$ cat src/rtl/disp_sched_pkg.sv
// disp_sched_pkg: shared constants and encodings for the display channel scheduler
package disp_sched_pkg;
  localparam int DISP_NCH = 8;
  localparam int DISP_CW = $clog2(DISP_NCH);
  typedef enum logic [1:0] {IDLE, SEEK, SHOW} state_t;
  typedef enum logic {FWD = 1'b0, BWD = 1'b1} dir_t;
endpackage

$ cat src/rtl/dwell_timer.sv
// dwell_timer: counts shown cycles in auto mode and flags the last one of each dwell
//   clk, RSTN : clock, async active-low reset
//   run       : count this cycle
//   clr       : return to 0 (wins over run)
//   expire    : cnt == DWELL-1
module dwell_timer #(
  parameter int DWELL = 100000000,
  parameter int DW = 27
) (
  input  logic clk,
  input  logic RSTN,
  input  logic run,
  input  logic clr,
  output logic expire
);
  logic [DW-1:0] cnt;
  assign expire = cnt == DW'(DWELL - 1);
  always_ff @(posedge clk or negedge RSTN)
    if (!RSTN) cnt <= '0;
    else if (clr || (run && expire)) cnt <= '0;
    else if (run) cnt <= cnt + 1'b1;
endmodule

$ cat src/rtl/disp_chan_sched.sv
// disp_chan_sched: picks the display channel from force, button steps and auto dwell, skipping disabled channels
//   en_mask              : per-channel enable
//   auto_mode, hold      : timed round-robin and its freeze
//   btn_next, btn_prev   : single-cycle step requests (ignored outside SHOW)
//   force_valid/sel      : jump straight to an enabled channel
//   sel, sel_valid       : chosen channel, valid while showing
//   switch_pulse, busy   : first SHOW cycle strobe, scan in progress
module disp_chan_sched
  import disp_sched_pkg::*;
#(
  parameter int NCH = DISP_NCH,
  parameter int CW = DISP_CW,
  parameter int DWELL = 100000000,
  parameter int DW = 27
) (
  input  logic           clk,
  input  logic           RSTN,
  input  logic [NCH-1:0] en_mask,
  input  logic           auto_mode,
  input  logic           hold,
  input  logic           btn_next,
  input  logic           btn_prev,
  input  logic           force_valid,
  input  logic [CW-1:0]  force_sel,
  output logic [CW-1:0]  sel,
  output logic           sel_valid,
  output logic           switch_pulse,
  output logic           busy
);
  state_t state, state_nx;
  dir_t dir, dir_nx;
  logic [CW-1:0] cand, cand_nx, sel_nx, steps, steps_nx;
  logic pulse_nx, expire, run, clr;
  assign run = (state == SHOW) && auto_mode && !hold;
  // a fresh SHOW entry restarts the dwell even when re-entering SHOW via force
  assign clr = (state != SHOW) || !auto_mode || pulse_nx;
  dwell_timer #(.DWELL(DWELL), .DW(DW)) u_dwell (
    .clk(clk), .RSTN(RSTN), .run(run), .clr(clr), .expire(expire)
  );
  always_ff @(posedge clk or negedge RSTN)
    if (!RSTN) begin
      state <= IDLE;
      dir <= FWD;
      cand <= '0;
      steps <= '0;
      sel <= '0;
      switch_pulse <= 1'b0;
    end else begin
      state <= state_nx;
      dir <= dir_nx;
      cand <= cand_nx;
      steps <= steps_nx;
      sel <= sel_nx;
      switch_pulse <= pulse_nx;
    end
  always_comb begin
    state_nx = state;
    dir_nx = dir;
    cand_nx = cand;
    steps_nx = steps;
    sel_nx = sel;
    pulse_nx = 1'b0;
    if (en_mask == '0) state_nx = IDLE;
    else if (force_valid && en_mask[force_sel]) begin
      state_nx = SHOW;
      sel_nx = force_sel;
      pulse_nx = 1'b1;
    end else
      case (state)
        IDLE: begin
          state_nx = SEEK;
          dir_nx = FWD;
          cand_nx = sel;
          steps_nx = '0;
        end
        SEEK:
          if (en_mask[cand]) begin
            state_nx = SHOW;
            sel_nx = cand;
            pulse_nx = 1'b1;
          end else if (steps == CW'(NCH - 1)) state_nx = IDLE;
          else begin
            cand_nx = (dir == BWD) ? cand - 1'b1 : cand + 1'b1;
            steps_nx = steps + 1'b1;
          end
        SHOW:
          // losing the current channel outranks buttons, which outrank the dwell
          if (!en_mask[sel] || (btn_next ^ btn_prev) || (auto_mode && !hold && expire)) begin
            state_nx = SEEK;
            dir_nx = (en_mask[sel] && btn_prev && !btn_next) ? BWD : FWD;
            cand_nx = (dir_nx == BWD) ? sel - 1'b1 : sel + 1'b1;
            steps_nx = '0;
          end
        default: state_nx = IDLE;
      endcase
  end
  always_comb begin
    sel_valid = state == SHOW;
    busy = state == SEEK;
  end
endmodule

$ cat config.mk
export PLATFORM = sky130hd
export DESIGN_NAME = disp_chan_sched
export DESIGN_NICKNAME = d
export VERILOG_FILES = /design/src/rtl/disp_sched_pkg.sv /design/src/rtl/dwell_timer.sv /design/src/rtl/disp_chan_sched.sv
export SDC_FILE = /design/constraint.sdc
export NUM_CORES = 1
export LEC_CHECK = 0
export ABC_AREA = 1
export CAP_MARGIN = 20
export CORE_MARGIN = 3
export CORE_UTILIZATION = 29
export CTS_BUF_LIST = sky130_fd_sc_hd__clkbuf_4 sky130_fd_sc_hd__clkbuf_8
export DETAILED_ROUTE_END_ITERATION = 6
export HOLD_SLACK_MARGIN = 0.06
export PLACE_DENSITY = 0.45
export SLEW_MARGIN = 20
export SYNTH_ARGS = -nofsm -noshare
export SYNTH_HDL_FRONTEND = slang
export SYNTH_SLANG_ARGS = --single-unit
$ cat constraint.sdc
create_clock -name clk -period 2.1 [get_ports clk]
set_input_delay 0.42 -clock clk [delete_from_list [all_inputs] [get_ports clk]]
set_output_delay 0.42 -clock clk [all_outputs]
set_load 0.05 [all_outputs]
# [Word level (Yosys, flattened, before mapping)]
# Index checks and enable logic that the tools add are counted.
[totals] register_bits=40 input_bits=18 out_inout_bits=6 wordCells=91
[classes] add_sub_neg=6 magnitude_cmp=3 eq_ne=10 n_mux=34 n_bitwise=3 reduce_logical=28
[ops] cell="2-to-1 mux 27 bit" n=2
[ops] cell="2-to-1 mux 3 bit" n=11
[ops] cell="adder 27 x 1 -> 27 bit (second input constant)" n=1
[ops] cell="equality test 27 bit (second input constant)" n=1
[ops] cell="one-hot mux 3 bit (3 select lines)" n=2
[ops] cell="less-than comparator 3 x 4 -> 1 bit (second input constant)" n=3
[ops] cell="2-to-1 mux 2 bit" n=5
[ops] cell="adder 3 x 1 -> 3 bit (second input constant)" n=3
[ops] cell="binary-select mux 1 bit (select 3 bit)" n=3
[ops] cell="2-to-1 mux 1 bit" n=9
[ops] cell="logical AND 1 bit" n=8
[ops] cell="zero test 8 bit" n=1
[ops] cell="nonzero test 2 bit" n=4
[ops] cell="inequality test 2 bit (second input constant)" n=3
[ops] cell="one-hot mux 2 bit (3 select lines)" n=1
[ops] cell="AND reduction 6 bit" n=1
[ops] cell="subtractor 3 x 1 -> 3 bit (second input constant)" n=2
[ops] cell="logical OR 1 bit" n=5
[ops] cell="inequality test 5 x 1 -> 1 bit (second input constant)" n=1
[ops] cell="zero test 1 bit" n=4
[ops] cell="inequality test 4 x 1 -> 1 bit (second input constant)" n=1
[ops] cell="AND reduction 4 bit" n=1
[ops] cell="equality test 3 bit (second input constant)" n=1
[ops] cell="AND reduction 3 bit" n=1
[ops] cell="9 further kinds" n=10

# [Logic depth before layout (Yosys ltp)]
# Gate-level depths: netlist of the first run.
[depth] word_depth=9 ltp_mapped=16 ltp_nobuf=16

# [Modules after synthesis]
# Synthesis of the first run repeated with hierarchy kept, for this count alone.
[unflattened] cells_unflattened=448 area_unflattened_um2=3098.0
[modules_own_cells] mod="dwell_timer" n_inst=1 cells_each=274 area_each_um2=1825.5 seq_area_each_um2=675.6
[modules_own_cells] mod="disp_chan_sched" n_inst=1 cells_each=174 area_each_um2=1272.5 seq_area_each_um2=325.3

# [Worst setup path before layout of the first run]
# OpenSTA, ideal clock, no wires.
[synth_path] path_type="register -> register" start="reg state[0]" end="reg state[1]" setup_ps=117 t_arrival_ps=1906 required_time_ps=1983 path_slack_ps=77 path_stages_with_launch=12 n_path_buf=0 period_less_slack_ps=2023 path_cell_list="dfrtp_1 inv_1 ha_1 o21ai_0 a21oi_1 nand2_1 nor2_2 inv_2 o31ai_2 nand2_1 nand2_1 nand2_1"
[synth_between] elab_chain_cells=4 elab_cells_between_ends=9 classes_between="eq/ne: 4; mux: 3; reduce/logical: 2"
[synth_lines] element="start: declaration" line="disp_chan_sched.sv:30" source="state_t state, state_nx;"
[synth_lines] element="start signal: assignment" line="disp_chan_sched.sv:49" source="state <= state_nx;"
[synth_lines] element="equality test 2 bit *"
[synth_lines] element="named net sel_valid" line="disp_chan_sched.sv:26" source="output logic sel_valid,"
[synth_lines] element="one-hot mux 2 bit (3 select lines)" line="disp_chan_sched.sv:69" source="case (state)"
[synth_lines] element="2-to-1 mux 2 bit" line="disp_chan_sched.sv:64" source="else if (force_valid && en_mask[force_sel]) begin"
[synth_lines] element="2-to-1 mux 2 bit" line="disp_chan_sched.sv:63" source="if (en_mask == '0) state_nx = IDLE;"
# Mark *: on every way through the listed nets, which the timed path passes. The rest lies on a longest branch.
# A chain may end at the register's enable or synchronous reset.

# [Worst setup path in the final report of the first run]
[layout_path] start="reg sel[2]" end="out sel[2]"
[layout_rtl] element="start: declaration" line="disp_chan_sched.sv:25" source="output logic [CW-1:0] sel,"
[layout_rtl] element="start signal: assignment" line="disp_chan_sched.sv:53" source="sel <= sel_nx;"
# No word-level cell between the ends.

==> results of run 1 <==
power by group through the flow:
stage,Sequential [uW],Combinational [uW],Clock (uW)
after floorplan,1100,965,0
after global placement,1040,1600,0
after detailed placement,1040,1600,0
after CTS,1020,1610,737
after global routing,1040,1770,768
final,1020,1590,711
sequential cells by signal, summed over array words and instances, names as in the netlist:
| name | count |
|---|---|
| cand | 3 |
| dir | 1 |
| sel | 3 |
| state | 2 |
| steps | 3 |
| switch_pulse | 1 |
| u_dwell.cnt | 27 |
cells by family after synthesis:
logic type               share of synthesized area
XOR/XNOR                                    0.0739
AO/OA/AOI/OAI                                0.106
flip-flops                                   0.313
buffers and inverters                        0.106
AND/OR/NAND/NOR                              0.364
adder cells (fa/ha/maj)                     0.0376
synthesized netlist by cell type, drive strengths merged:
library cell  instances
a31oi                 1
a211oi                1
nor3                 11
nand3                33
a21oi                 5
nor2                 41
o211ai                4
buf                  11
fa                    1
xor2                 26
dfrtp                40
o31ai                 1
nand3b                7
o21ai                43
nand2               117
ha                    8
nor4                  2
inv                  66
nand4                29
and2                  1
xnor2                 1
final timing paths:
path / to / cells after the start / startpoint / slack, ns
max in group asynchronous: cand[1] / 2 / RSTN / 1.53
worst max-delay path: sel[2] / 1 / sel[2] / 0.05
min in group clk: steps[2] / 2 / steps[2] / 0.49
worst max register to register: cand[2] / 10 / u_dwell.cnt[1] / 0.16
worst min-delay path: u_dwell.cnt[6] / 2 / RSTN / 0.18
worst min register to register: steps[2] / 2 / steps[2] / 0.49
timing repair:
item | in CTS | in global routing
endpoints found under the setup margin | 0 | 14
resized for setup | 0 | 3
buffers inserted | 0 | 0
cell type report:
class,count,area [sq um]
clock buffer,7,96.3
clock inverter,1,30.0
fill,1131,6540
inverter,66,250
multi-input combinational,332,1860
sequential,40,1000
tap,136,170
timing repair buffer,63,561
per-stage QoR:
| step | utilization | std cells | total power [uW] |
|---|---|---|---|
| floorplan | - | 449 | 2060 |
| global placement | 0.365 | 637 | 2640 |
| detailed placement | 0.365 | 637 | 2630 |
| CTS | 0.377 | 645 | 3360 |
| global route | 0.378 | 645 | 3590 |
| finish | 0.378 | 645 | 3320 |
per-layer routing:
layer  vias to the layer above  part of all wire  track usage
li1                       1590                 -            -
met1                      1416              0.54        0.247
met2                        66              0.39        0.205
met3                         7             0.060       0.0306
met4                         0            0.0081       0.0260
met5                         -                 0            0
==> results.md, run 1 <==
- Outcome: complete, no violations
- Final WL: 9.10 mm
- Top-area cell type share of the netlist area: 0.313
- Worst slew pin tran: 0.540 ns
- CP Launch Type: flop
- First-pass GRT wire length: 15.3 mm
- Sequential power share: 0.307
- Total die area: 12300 sq um
- H-tree Lvls: 2
- Unrepaired setup endpoints after global routing: false
- Post-Syn Nets: 476
- P_leak: 0.00183 uW
- DRT antenna net count: 0
- Count of final hold-check violations: 0
- Syn_area_per_cell: 7.12 sq um
- Post-route setup TNS: 0 ns
- I/O Buffers: 23
- Max stage delay on crit path: 0.85 ns
- Cell class contributing the biggest share of worst-path delay: buffers and inverters
- Sequential fraction of the synthesis area: 0.313
- Critical path buffers and inverters: 1
- Setup Skew: 0.0131 ns
- Min-Delay Path Class: primary input to async pin
- Post-Syn Area: 3200 sq um
- Layout Nets: 535
- Min cycle time layout: 2.05 ns
- Layout overhead on the synthesized area: 24.1%
- Worst-path cell chain: clkdlybuf4s50_1
- Die Span X: 111 um
- CTS Buffer Depth: 2
- Commonest non-fill, non-tap cells in the layout: nand2_1 (111), inv_1 (61), dfrtp_1 (40), buf_4 (40), nor2_1 (37)
- Setup Viol. Count Final: 0
- Fin crit share: 0.974
- Setup ws final: 0.0545 ns
- Core Rows: 37
- Ant. Diodes: 0
- CTS tree: built
- Worst slew margin: 0.640
- Slew Viols, Final: 0
- Total CTS buffers: 5
- Pre-CTS WS: -0.204 ns
- Area contributors post-synth: dfrtp_1 (31%), nand2_1 (13%), inv_1 (7.3%)
- Worst vdd ir: 522 uV
- Synth warn: 0
- Initial antenna violation count: 0
- Logic pwr share: 0.479
- Clk_lat worst skew: 0.30 ns
- Kind of critical path: flop to output pin
- CTS clock-pin slew for the worst setup and hold paths: 0.08 ns
- DR iter-0 viols: 205
- DRT Pass-1 Iters: 4
- GPL Wtd Cong: 0.906
- Dpl hpwl: 7.26 mm
- Via/cell ratio: 4.77
- Synth Register Bits: 40
- Internal power consumption: 1920 uW
- Critical path's slowest cell: clkdlybuf4s50_1
- CP required: 1.68 ns
- Netlist cell types: 38
- Largest net degree at the start of global routing: 41
- Hold-fix buffers, CTS: 0
- Worst hold margin: 0.180 ns
- Commonest non-fill, non-tap cell in the layout: nand2_1
- Post-place instance area: 3840 sq um
- # IOs: 24
- Clock Sink Count: 40
- Wire per inst: 14.1 um
- Design area: 3970 sq um
- Via count: 3079
- Fmax: 489 MHz
- CP max FO: 6
- PD cells: 838 nW/um^2
- Starting density of the core: 0.304
- DR DRC count: 0
- Root buffer cell: clkbuf_8
- Die Ht: 111 um
- Area leader, netlist: dfrtp_1
- Sw Pwr: 1400 uW
- CP Capture Type: output pin
- Layout cells sized above 1: 0.167
- Worst EP arrival: 1.63 ns
- GRT Total Usage: 0.152
- Clk pwr share: 0.214
- Vias in the first global route: 2909
- Max cap viols: 0
- Core area: 10500 sq um
- Grt total ovfl: 0
- Synth Instances: 449
- Sw Ratio: 0.423
(Power assumes the default switching activity.)
==> run 2, diff against run 1 <==
Settings changed: CORE_MARGIN 3 to 2.
==> run 2 against run 1 <==
  * Cell area increased by 0.88%
  * Sequential share of layout area decreased by 0.19 points
  * Combinational power about the same
  * Non-clock buffer count increased by 2
  * Clock-buffer cell count decreased by 2
  * Register-to-register slack improved by 0.02 ns
  * Sequential cell count unchanged
  * Core utilization decreased by 0.67 points
  * Die area decreased by 3.6%
  * Routed wire length increased by 1.7%
  * Critical path type is now flop to flop
  * Largest power group unchanged
  * Highest routed layer unchanged
==> results.md, run 2 (synthesized netlist as in run 1, its figures left out) <==
- Outcome: complete, no violations
- Min-Delay Path Class: primary input to async pin
- GRT Total Usage: 0.168
- H-tree Lvls: 2
- Worst slew pin tran: 0.524 ns
- Total CTS buffers: 5
- I/O Buffers: 23
- DR DRC count: 0
- Max FFs per register: 27
- Total die area: 11900 sq um
- Core Rows: 38
- Grt total ovfl: 0
- Worst slew margin: 0.651
- DR iter-0 viols: 181
- Unrepaired setup endpoints after global routing: false
- FF-to-FF path depth: 11
- Hold-fix buffers, CTS: 0
- Layout cells sized above 1: 0.178
- CTS Buffer Depth: 2
- Wire per inst: 14.2 um
- Worst hold margin: 0.101 ns
- CTS clock-pin slew for the worst setup and hold paths: 0.08 ns
- Final WL: 9.26 mm
- Area of the multi-input gates: 1880 sq um
- Die Ht: 109 um
- Slew Viols, Final: 0
- Clk_lat worst skew: 0.29 ns
- Worst vdd ir: 454 uV
- Count of final hold-check violations: 0
- Setup Viol. Count Final: 0
- First-pass GRT wire length: 15.6 mm
- Dpl hpwl: 7.25 mm
- CP required: 2.28 ns
- Pwr Total: 3150 uW
- CP most frequent cell: nand2_1
- Filler cells: 1146
- Kind of critical path: flop to flop
- Commonest non-fill, non-tap cells in the layout: nand2_1 (111), inv_1 (62), buf_4 (40)
- Reg2reg end: u_dwell.cnt[1]
- Layout overhead on the synthesized area: 25.2%
- DRT antenna net count: 0
- Starting density of the core: 0.296
- Commonest non-fill, non-tap cell in the layout: nand2_1
- Vias in the first global route: 3094
- Initial antenna violation count: 0
- Layout Nets: 537
- Seq. cell area: 1000 sq um
- Critical path's slowest cell: dfrtp_1
- Via/cell ratio: 4.73
- CTS tree: built
- CP Capture Type: flop
- Setup Skew: 0.00464 ns
- CP Launch Type: flop
- Worst EP arrival: 2.10 ns
- Core area: 10800 sq um
- Fmax: 522 MHz
- Worst setup startpoint: u_dwell.cnt[1]
- Max cap viols: 0
- Die Span X: 109 um
- P_leak: 0.00183 uW
- Ant. Diodes: 0
- Min cycle time layout: 1.92 ns
- Via count: 3077
- GPL Wtd Cong: 0.867
- # IOs: 24
- Root buffer cell: clkbuf_8
- DRT Pass-1 Iters: 5
- Fin crit share: 0.913
- Flop2flop setup slack: 0.18 ns
- PD cells: 787 nW/um^2
- Clock Sink Count: 40
- Worst r2r src: u_dwell.cnt[1]
- Largest net degree at the start of global routing: 25
- Max stage delay on crit path: 0.38 ns
- Most flop-heavy register: u_dwell.cnt
- Post-route setup TNS: 0 ns
- CP max FO: 24
- Worst-path cell chain: ha_2 -> nand3_2 -> nor2_4 -> nand3_2 -> nor4_4 -> nand2_1 -> buf_12 -> nand2_1 -> nor2_1 -> nand2_1 -> nand2_1
run 2: critical path: cells and delay by family, from the launching register on:
kind / cells / cell delay [ns]
buffers and inverters: 1 / 0.19
adders and majority gates: 1 / 0.20
DFF: 1 / 0.38
and+or+nand+nor: 9 / 1.02
run 2: how the worst max path moves through the flow:
stage	to	slack, ns	cells past startpoint
2_1_floorplan	state[1]	0.08	11
3_3_place_gp	cand[2]	-0.23	11
3_5_place_dp	u_dwell.cnt[3]	-0.19	10
4_1_cts	sel[2]	0.05	1
5_1_grt	u_dwell.cnt[3]	0.01	12
6_report	u_dwell.cnt[1]	0.18	11
run 2: where the power goes:
group / switching [uW] / internal (uW) / total [uW]
combinational: 969 / 652 / 1620
clock: 276 / 225 / 502
sequential: 156 / 871 / 1030
run 2: layer usage:
metal	share of wire	global-route usage	wire length [um]	vias to the layer above
li1	-	-	-	1588
met1	0.47	0.226	4380	1436
met4	0.0098	0.0311	91	0
met3	0.026	0.0227	240	8
met2	0.49	0.289	4550	45
met5	0	0	0	-
run 2: layout make-up:
type	count	share of cell area
clock buffers	5	0.0172
repair buffers	65	0.153
well taps	140	0.0438
flip-flops and latches	40	0.250
multi-input cells	332	0.470
clock inverters	2	0.00313
inverters	66	0.0625
run 2: repair_timing:
item | CTS | global route
setup endpoints to repair | 0 | 18
setup buffers | 0 | 1
resized for setup | 0 | 8
run 2: stage by stage:
step                cell area [sq um]   util  setup slack, ns  cells
floorplan                        3200      -           0.0773    449
global placement                 3880  0.360           -0.227    642
detailed placement               3880  0.360           -0.189    642
CTS                              3970  0.367           0.0549    649
global route                     4000  0.371           0.0120    650
finish                           4000  0.371            0.183    650
